## config.mk

```make
export PLATFORM = sky130hd
export DESIGN_NAME = trdb_trace_ctrl
export DESIGN_NICKNAME = d
export VERILOG_FILES = /design/src/rtl/trdb_trace_ctrl.sv
export SDC_FILE = /design/constraint.sdc
export NUM_CORES = 1
export LEC_CHECK = 0
export ABC_AREA = 1
export CAP_MARGIN = 25
export CORE_ASPECT_RATIO = 0.75
export CORE_MARGIN = 2
export CORE_UTILIZATION = 50
export DETAILED_ROUTE_END_ITERATION = 8
export HOLD_SLACK_MARGIN = 0.05
export PLACE_DENSITY_LB_ADDON = 0.05
export SETUP_SLACK_MARGIN = 0.2
export SLEW_MARGIN = 5
export SYNTH_ARGS = -nofsm -noshare
export SYNTH_HDL_FRONTEND = slang
export SYNTH_SLANG_ARGS = --single-unit
export TNS_END_PERCENT = 20
```

## constraint.sdc

```tcl
create_clock -name clk_i -period 2.7 [get_ports clk_i]
set_clock_uncertainty 0.2 [all_clocks]
set_input_delay 0.405 -clock clk_i [delete_from_list [all_inputs] [get_ports clk_i]]
set_output_delay 0.405 -clock clk_i [all_outputs]
set_load 0.01 [all_outputs]
```

## src/rtl/trdb_trace_ctrl.sv

```systemverilog
`default_nettype none
// ============================================================================
// Module   : trdb_trace_ctrl
// Purpose  : Run-control sequencer for the trace filter. Holds the
//            software-visible filter configuration (CTRL, LOWER, HIGHER,
//            START, STOP, LIMIT), drives the filter control inputs, and
//            decides when tracing is live with an arm/start/stop FSM that
//            watches the retired-instruction stream.
// Ports    : clk_i, rst_i            clock, synchronous active-high reset
//            cfg_we_i/addr/wdata     register write port (one write/cycle)
//            cfg_err_o               one-cycle pulse when a write is dropped
//            ivalid_i, iaddr_i       retired-instruction stream
//            trace_activated_o       combinational "trace this instruction"
//            apply_filters_o         CTRL[1]
//            trace_range_o           CTRL[2]
//            trace_lower_addr_o      LOWER register
//            trace_higher_addr_o     HIGHER register
//            state_o                 0 IDLE, 1 ARMED, 2 TRACING, 3 DONE
//            traced_cnt_o            instructions traced since last arm
// Revision : 1.0 - initial release
// ============================================================================
module trdb_trace_ctrl #(
    parameter int XLEN  = 32,
    parameter int CNT_W = 16
) (
    input  logic             clk_i,
    input  logic             rst_i,
    input  logic             cfg_we_i,
    input  logic [2:0]       cfg_addr_i,
    input  logic [XLEN-1:0]  cfg_wdata_i,
    output logic             cfg_err_o,
    input  logic             ivalid_i,
    input  logic [XLEN-1:0]  iaddr_i,
    output logic             trace_activated_o,
    output logic             apply_filters_o,
    output logic             trace_range_o,
    output logic [XLEN-1:0]  trace_lower_addr_o,
    output logic [XLEN-1:0]  trace_higher_addr_o,
    output logic [1:0]       state_o,
    output logic [CNT_W-1:0] traced_cnt_o
);

    typedef enum logic [1:0] {
        S_IDLE    = 2'd0,
        S_ARMED   = 2'd1,
        S_TRACING = 2'd2,
        S_DONE    = 2'd3
    } state_t;

    localparam logic [2:0] C_ADDR_CTRL   = 3'd0;
    localparam logic [2:0] C_ADDR_LOWER  = 3'd1;
    localparam logic [2:0] C_ADDR_HIGHER = 3'd2;
    localparam logic [2:0] C_ADDR_START  = 3'd3;
    localparam logic [2:0] C_ADDR_STOP   = 3'd4;
    localparam logic [2:0] C_ADDR_LIMIT  = 3'd5;

    localparam logic [CNT_W-1:0] C_CNT_MAX = {CNT_W{1'b1}};
    localparam logic [CNT_W-1:0] C_CNT_ONE = {{(CNT_W-1){1'b0}}, 1'b1};

    // CTRL bit positions
    localparam int C_BIT_ARM        = 0;
    localparam int C_BIT_APPLY      = 1;
    localparam int C_BIT_RANGE      = 2;
    localparam int C_BIT_START_ADDR = 3;
    localparam int C_BIT_STOP_ADDR  = 4;
    localparam int C_BIT_STOP_CNT   = 5;
    localparam int C_BIT_ABORT      = 6;

    // ------------------------------------------------------------------
    // Registered state
    // ------------------------------------------------------------------
    state_t           r_state;
    logic [CNT_W-1:0] r_cnt;
    logic             r_err;
    logic             r_apply;
    logic             r_range;
    logic             r_stop_on_addr;
    logic             r_stop_on_count;
    logic [XLEN-1:0]  r_lower;
    logic [XLEN-1:0]  r_higher;
    logic [XLEN-1:0]  r_start;
    logic [XLEN-1:0]  r_stop;
    logic [CNT_W-1:0] r_limit;

    // start_on_addr only matters at the moment of arming, and arming always
    // comes from the same CTRL write that carries the bit, so the decision
    // is taken straight from the write data and no copy is kept.

    // ------------------------------------------------------------------
    // Write decode
    // ------------------------------------------------------------------
    logic w_cfg_open;
    logic w_ctrl_wr;
    logic w_reg_addr;
    logic w_reg_wr;
    logic w_err_next;
    logic w_abort;
    logic w_arm;

    always_comb begin
        // Data registers may only change while no trace run is in flight.
        w_cfg_open = (r_state == S_IDLE) || (r_state == S_DONE);
        w_ctrl_wr  = cfg_we_i && (cfg_addr_i == C_ADDR_CTRL);
        w_reg_addr = (cfg_addr_i >= C_ADDR_LOWER) && (cfg_addr_i <= C_ADDR_LIMIT);
        w_reg_wr   = cfg_we_i && w_reg_addr && w_cfg_open;
        // Unmapped addresses always error; mapped data registers error
        // only when locked. CTRL writes never error.
        w_err_next = cfg_we_i && (cfg_addr_i != C_ADDR_CTRL)
                     && (!w_reg_addr || !w_cfg_open);
        // Abort beats arm when both are set in one write.
        w_abort    = w_ctrl_wr && cfg_wdata_i[C_BIT_ABORT];
        // Arm outside IDLE/DONE is silently ignored.
        w_arm      = w_ctrl_wr && cfg_wdata_i[C_BIT_ARM]
                     && !cfg_wdata_i[C_BIT_ABORT] && w_cfg_open;
    end

    // ------------------------------------------------------------------
    // Trigger detection
    // ------------------------------------------------------------------
    logic             w_start_hit;
    logic             w_stop_hit;
    logic             w_cnt_hit;
    logic             w_end_hit;
    logic [CNT_W-1:0] w_cnt_inc;
    logic [CNT_W-1:0] w_cnt_sat;

    always_comb begin
        w_cnt_inc   = r_cnt + C_CNT_ONE;
        // Saturating increment: counter sticks at all-ones.
        w_cnt_sat   = (r_cnt == C_CNT_MAX) ? r_cnt : w_cnt_inc;
        w_start_hit = ivalid_i && (iaddr_i == r_start);
        w_stop_hit  = r_stop_on_addr && ivalid_i && (iaddr_i == r_stop);
        // LIMIT of zero disables the count stop. Once saturated the
        // wrapped increment is zero and can never match a non-zero limit.
        w_cnt_hit   = r_stop_on_count && (r_limit != '0) && ivalid_i
                      && (w_cnt_inc == r_limit);
        w_end_hit   = w_stop_hit || w_cnt_hit;
    end

    // ------------------------------------------------------------------
    // FSM next-state / outputs
    // ------------------------------------------------------------------
    state_t           w_state_next;
    logic [CNT_W-1:0] w_cnt_next;
    logic             w_active;

    always_comb begin
        w_state_next = r_state;
        w_cnt_next   = r_cnt;
        w_active     = 1'b0;

        unique case (r_state)
            S_IDLE: begin
            end
            S_ARMED: begin
                // The start instruction itself is traced; if it is also a
                // stop trigger the run is exactly one instruction long.
                w_active = w_start_hit;
                if (w_start_hit) begin
                    w_cnt_next   = w_cnt_sat;
                    w_state_next = w_end_hit ? S_DONE : S_TRACING;
                end
            end
            S_TRACING: begin
                w_active = 1'b1;
                if (ivalid_i) begin
                    w_cnt_next = w_cnt_sat;
                end
                if (w_end_hit) begin
                    w_state_next = S_DONE;
                end
            end
            S_DONE: begin
            end
            default: begin
            end
        endcase

        // Commands override triggers. trace_activated_o deliberately keeps
        // its pre-command value for this cycle.
        if (w_abort) begin
            w_state_next = S_IDLE;
            w_cnt_next   = r_cnt;
        end else if (w_arm) begin
            w_state_next = cfg_wdata_i[C_BIT_START_ADDR] ? S_ARMED : S_TRACING;
            w_cnt_next   = '0;
        end
    end

    // ------------------------------------------------------------------
    // Sequential
    // ------------------------------------------------------------------
    always_ff @(posedge clk_i) begin
        if (rst_i) begin
            r_state         <= S_IDLE;
            r_cnt           <= '0;
            r_err           <= 1'b0;
            r_apply         <= 1'b0;
            r_range         <= 1'b0;
            r_stop_on_addr  <= 1'b0;
            r_stop_on_count <= 1'b0;
            r_lower         <= '0;
            r_higher        <= '0;
            r_start         <= '0;
            r_stop          <= '0;
            r_limit         <= '0;
        end else begin
            r_state <= w_state_next;
            r_cnt   <= w_cnt_next;
            r_err   <= w_err_next;

            // Mode bits follow every CTRL write regardless of state.
            if (w_ctrl_wr) begin
                r_apply         <= cfg_wdata_i[C_BIT_APPLY];
                r_range         <= cfg_wdata_i[C_BIT_RANGE];
                r_stop_on_addr  <= cfg_wdata_i[C_BIT_STOP_ADDR];
                r_stop_on_count <= cfg_wdata_i[C_BIT_STOP_CNT];
            end

            if (w_reg_wr) begin
                unique case (cfg_addr_i)
                    C_ADDR_LOWER:  r_lower  <= cfg_wdata_i;
                    C_ADDR_HIGHER: r_higher <= cfg_wdata_i;
                    C_ADDR_START:  r_start  <= cfg_wdata_i;
                    C_ADDR_STOP:   r_stop   <= cfg_wdata_i;
                    C_ADDR_LIMIT:  r_limit  <= cfg_wdata_i[CNT_W-1:0];
                    default: begin
                    end
                endcase
            end
        end
    end

    // ------------------------------------------------------------------
    // Outputs
    // ------------------------------------------------------------------
    assign cfg_err_o           = r_err;
    assign trace_activated_o   = w_active;
    assign apply_filters_o     = r_apply;
    assign trace_range_o       = r_range;
    assign trace_lower_addr_o  = r_lower;
    assign trace_higher_addr_o = r_higher;
    assign state_o             = r_state;
    assign traced_cnt_o        = r_cnt;

endmodule
`default_nettype wire

```

==> reports/results.ini <==
[run_status]
status = complete, no violations

[hold_path]
hp-start = trace_range_o
hold_end = trace_range_o
hold_class = reg -> reg
min_delay_path_depth = 2

[synth]
synthesis.nets = 1231
synth_area_leader_cell = dfxtp_1
synthFlopType = dfxtp_1
synth_area_per_cell_um2 = 6.75
ys_async_sr_fraction_pct = 0
ys_types = 33
yosysWarnings = 0
synthCells = 1157
ys_ff_latch = 167
ys_seq_area_share_pct = 42.8
syn_area_um2 = 7810
yosysTopAreaCellShare_pct = 42.8
netlist_top_cells_area = dfxtp_1, nor2_1, o21ai_0
synth-edff-count = 0

[critical_path]
cp.required_ns = 2.10
crit_buf_inv = 2
reg2reg_setup_slack_ns = 0.35
timing.rr.end = state_o[0]
path_cells = clkdlybuf4s50_1 -> xor2_1 -> nor3_2 -> nand2_1 -> nor2_1 -> nand2_1 -> a211oi_2 -> buf_2
crit_top_cell = nand2_1
crit_type = in -> out
cpPeakStageDelay_ns = 0.43
startpoint_type = primary input
crit_family = buffers and inverters
worstRegToRegCells = 16
crit_path_end_kind = primary output
crit_slowest_cell = clkdlybuf4s50_1
crit_fanout = 2
timing.rr.start = traced_cnt_o[0]
cp_data_arrival_time_ns = 1.98

[layout]
register_area_um2 = 3350
drive_above_1_share_pct = 13.1
final_util_pct = 71.2
fillers = 1305
multi_input_area_um2 = 3980
nNetsFinal = 1450
diodes = 0
syn2layout_area_growth_pct = 39.1
fin_cells = 1594

[placement]
dp_hpwl_mm = 19.3
place.port_buffers = 156
dp_worst_setup_slack_ns = -0.483
place_congestion = 0.917
place_inst = 1557

[routing]
drt_wl_total_mm = 27.0
wl_per_cell_um = 16.9
routed_via_density = 5.35
drtPass1Iterations = 8
drtAntennaViolNets = 0
drt-initial-drc-count = 826
vias = 8528
drc = 0

[timing]
finalCritPeriodShare_pct = 95.7
slew_violations = 0
fin_ws_ns = 0.115
min_period_ns = 2.58
setup_viol = 0
hold_viol_final = 0
rsz0062_at_grt = yes
slew_headroom_pct = 70.6
worst_pin_slew_ns = 0.440
clock.fmax_mhz = 387

[floorplan]
io_pins = 157
die_h_um = 112
coreArea_um2 = 15300
placementRows = 39
fp.dieW_um = 148
die-area_um2 = 16600
start_util_pct = 51.1

[grt]
grt_pass1_vias = 7832
overflow = 0
antenna_found_initial = 0
grt_pass1_wl_mm = 41.9
grt_use_total_pct = 32.2
grt_max_degree = 63

[job]
max_cap_violations = 0

[power]
p_leak_nw = 4.75
cellPowerDensity_nw_per_um2 = 527
peakVddDrop_v = 0.000389

[clocking]
clkSinkCount = 167
cts-root-buf = clkbuf_16
htree_levels = 4
cts_hold_buf = 0
path_clk_slew_ns = 0.07
clockBufferDepth = 2
numCtsBuffers = 17
cts_tree = yes
clock_latency_ns = 0.44

==> cells in the mapped netlist, drive strengths merged (3+ instances only) <==
master,n
nand3,43
or2,6
o2111ai,3
o21ai,164
buf,8
xnor2,9
nand2,184
o22ai,7
dfxtp,167
clkbuf,41
ha,3
nor2,271
xor2,15
nand3b,3
nand4,19
nor3,21
a21oi,66
a211oi,10
inv,109
==> cells by family after synthesis <==
logic type	share of synthesized area, %
fa+ha+maj	0.481
flops	42.8
buf+inv	7.78
xor+xnor	3.00
compound gates	16.9
simple gates	29.1
==> power breakdown <==
part | switching, W | internal, W | leakage (nW)
Sequential | 0.0000527 | 0.00254 | 1.36
Clock | 0.00115 | 0.00125 | 0.282
Combinational | 0.000400 | 0.000337 | 3.11
Total | 0.00160 | 0.00412 | 4.75
==> placed cells by master, fill, tap and decap left out, drive strengths merged <==
cell / synthesis / final
o22ai: 7 / 7
dlymetal6s2s: 0 / 4
a31oi: 1 / 1
buf: 8 / 93
and3: 1 / 1
a21boi: 2 / 2
inv: 109 / 116
dlygate4sd2: 0 / 25
clkinvlp: 0 / 1
nor2: 271 / 271
nand4: 19 / 19
nor4: 2 / 2
nand3: 43 / 43
a21oi: 66 / 66
xor3: 1 / 1
dfxtp: 167 / 167
or2: 6 / 6
xor2: 15 / 15
clkinv: 0 / 7
a211oi: 10 / 10
o21ai: 164 / 164
nand3b: 3 / 3
nor3: 21 / 21
nor3b: 1 / 1
nand2: 184 / 184
o2111ai: 3 / 3
clkbuf: 41 / 18
clkdlybuf4s50: 0 / 126
ha: 3 / 3
xnor2: 9 / 9
==> area by class of cell <==
cell class / count / share of cell area, %
Multi-Input combinational cell: 832 / 36.6
Sequential cell: 167 / 30.9
Timing Repair Buffer: 248 / 21.1
Clock buffer: 18 / 4.04
Inverter: 109 / 3.83
Tap cell: 205 / 2.36
Clock inverter: 14 / 1.21
Timing Repair inverter: 1 / 0.0461
==> layer usage <==
| metal | part of all wire [%] | track usage, % |
|---|---|---|
| met4 | 1.3 | 7.49 |
| met2 | 40 | 44.3 |
| met1 | 47 | 49.0 |
| met3 | 11 | 10.0 |
| met5 | 0 | 0 |
==> metrics by stage <==
step                      TNS [ns]  hold WS, ns  power (W)  instance area (um2)
final                            0        0.249    0.00572                10900
after CTS                        0        0.251    0.00572                10800
after global placement      -0.507        0.234    0.00335                10200
after detailed placement    -0.709        0.240    0.00336                10200
after global routing             0        0.273    0.00592                10900
after floorplan                  0        0.224    0.00294                 7810
==> worst max-delay path by stage <==
stage / from / endpoint / slack, ns / cells past startpoint
floorplan: state_o[0] / r_limit[10] / 0.52 / 10
global placement: iaddr_i[12] / trace_activated_o / -0.46 / 10
detailed placement: iaddr_i[12] / trace_activated_o / -0.48 / 10
CTS: r_start[28] / trace_activated_o / 0.13 / 9
global route: r_start[12] / trace_activated_o / 0.07 / 9
finish: iaddr_i[20] / trace_activated_o / 0.12 / 8
==> worst register-to-register path: cells and delay by family, from the launching register on <==
| kind | cells | cell delay, ns |
|---|---|---|
| buf+inv | 2 | 0.25 |
| flops | 1 | 0.34 |
| simple gates | 14 | 1.43 |
==> state kept, by name, indices dropped and copies added (netlist names) <==
signal / flops
r_stop: 32
state_o: 2
r_start: 32
trace_lower_addr_o: 32
r_stop_on_count: 1
cfg_err_o: 1
trace_range_o: 1
r_limit: 16
r_stop_on_addr: 1
traced_cnt_o: 16
trace_higher_addr_o: 32
apply_filters_o: 1
==> timing repair <==
action	CTS	global route
cloned	0	1
pin swaps	20	13
resized for setup	48	31
endpoints found under the setup margin	1	112
buffers inserted	2	2
No activity file was read; power rests on OpenSTA's default activity.
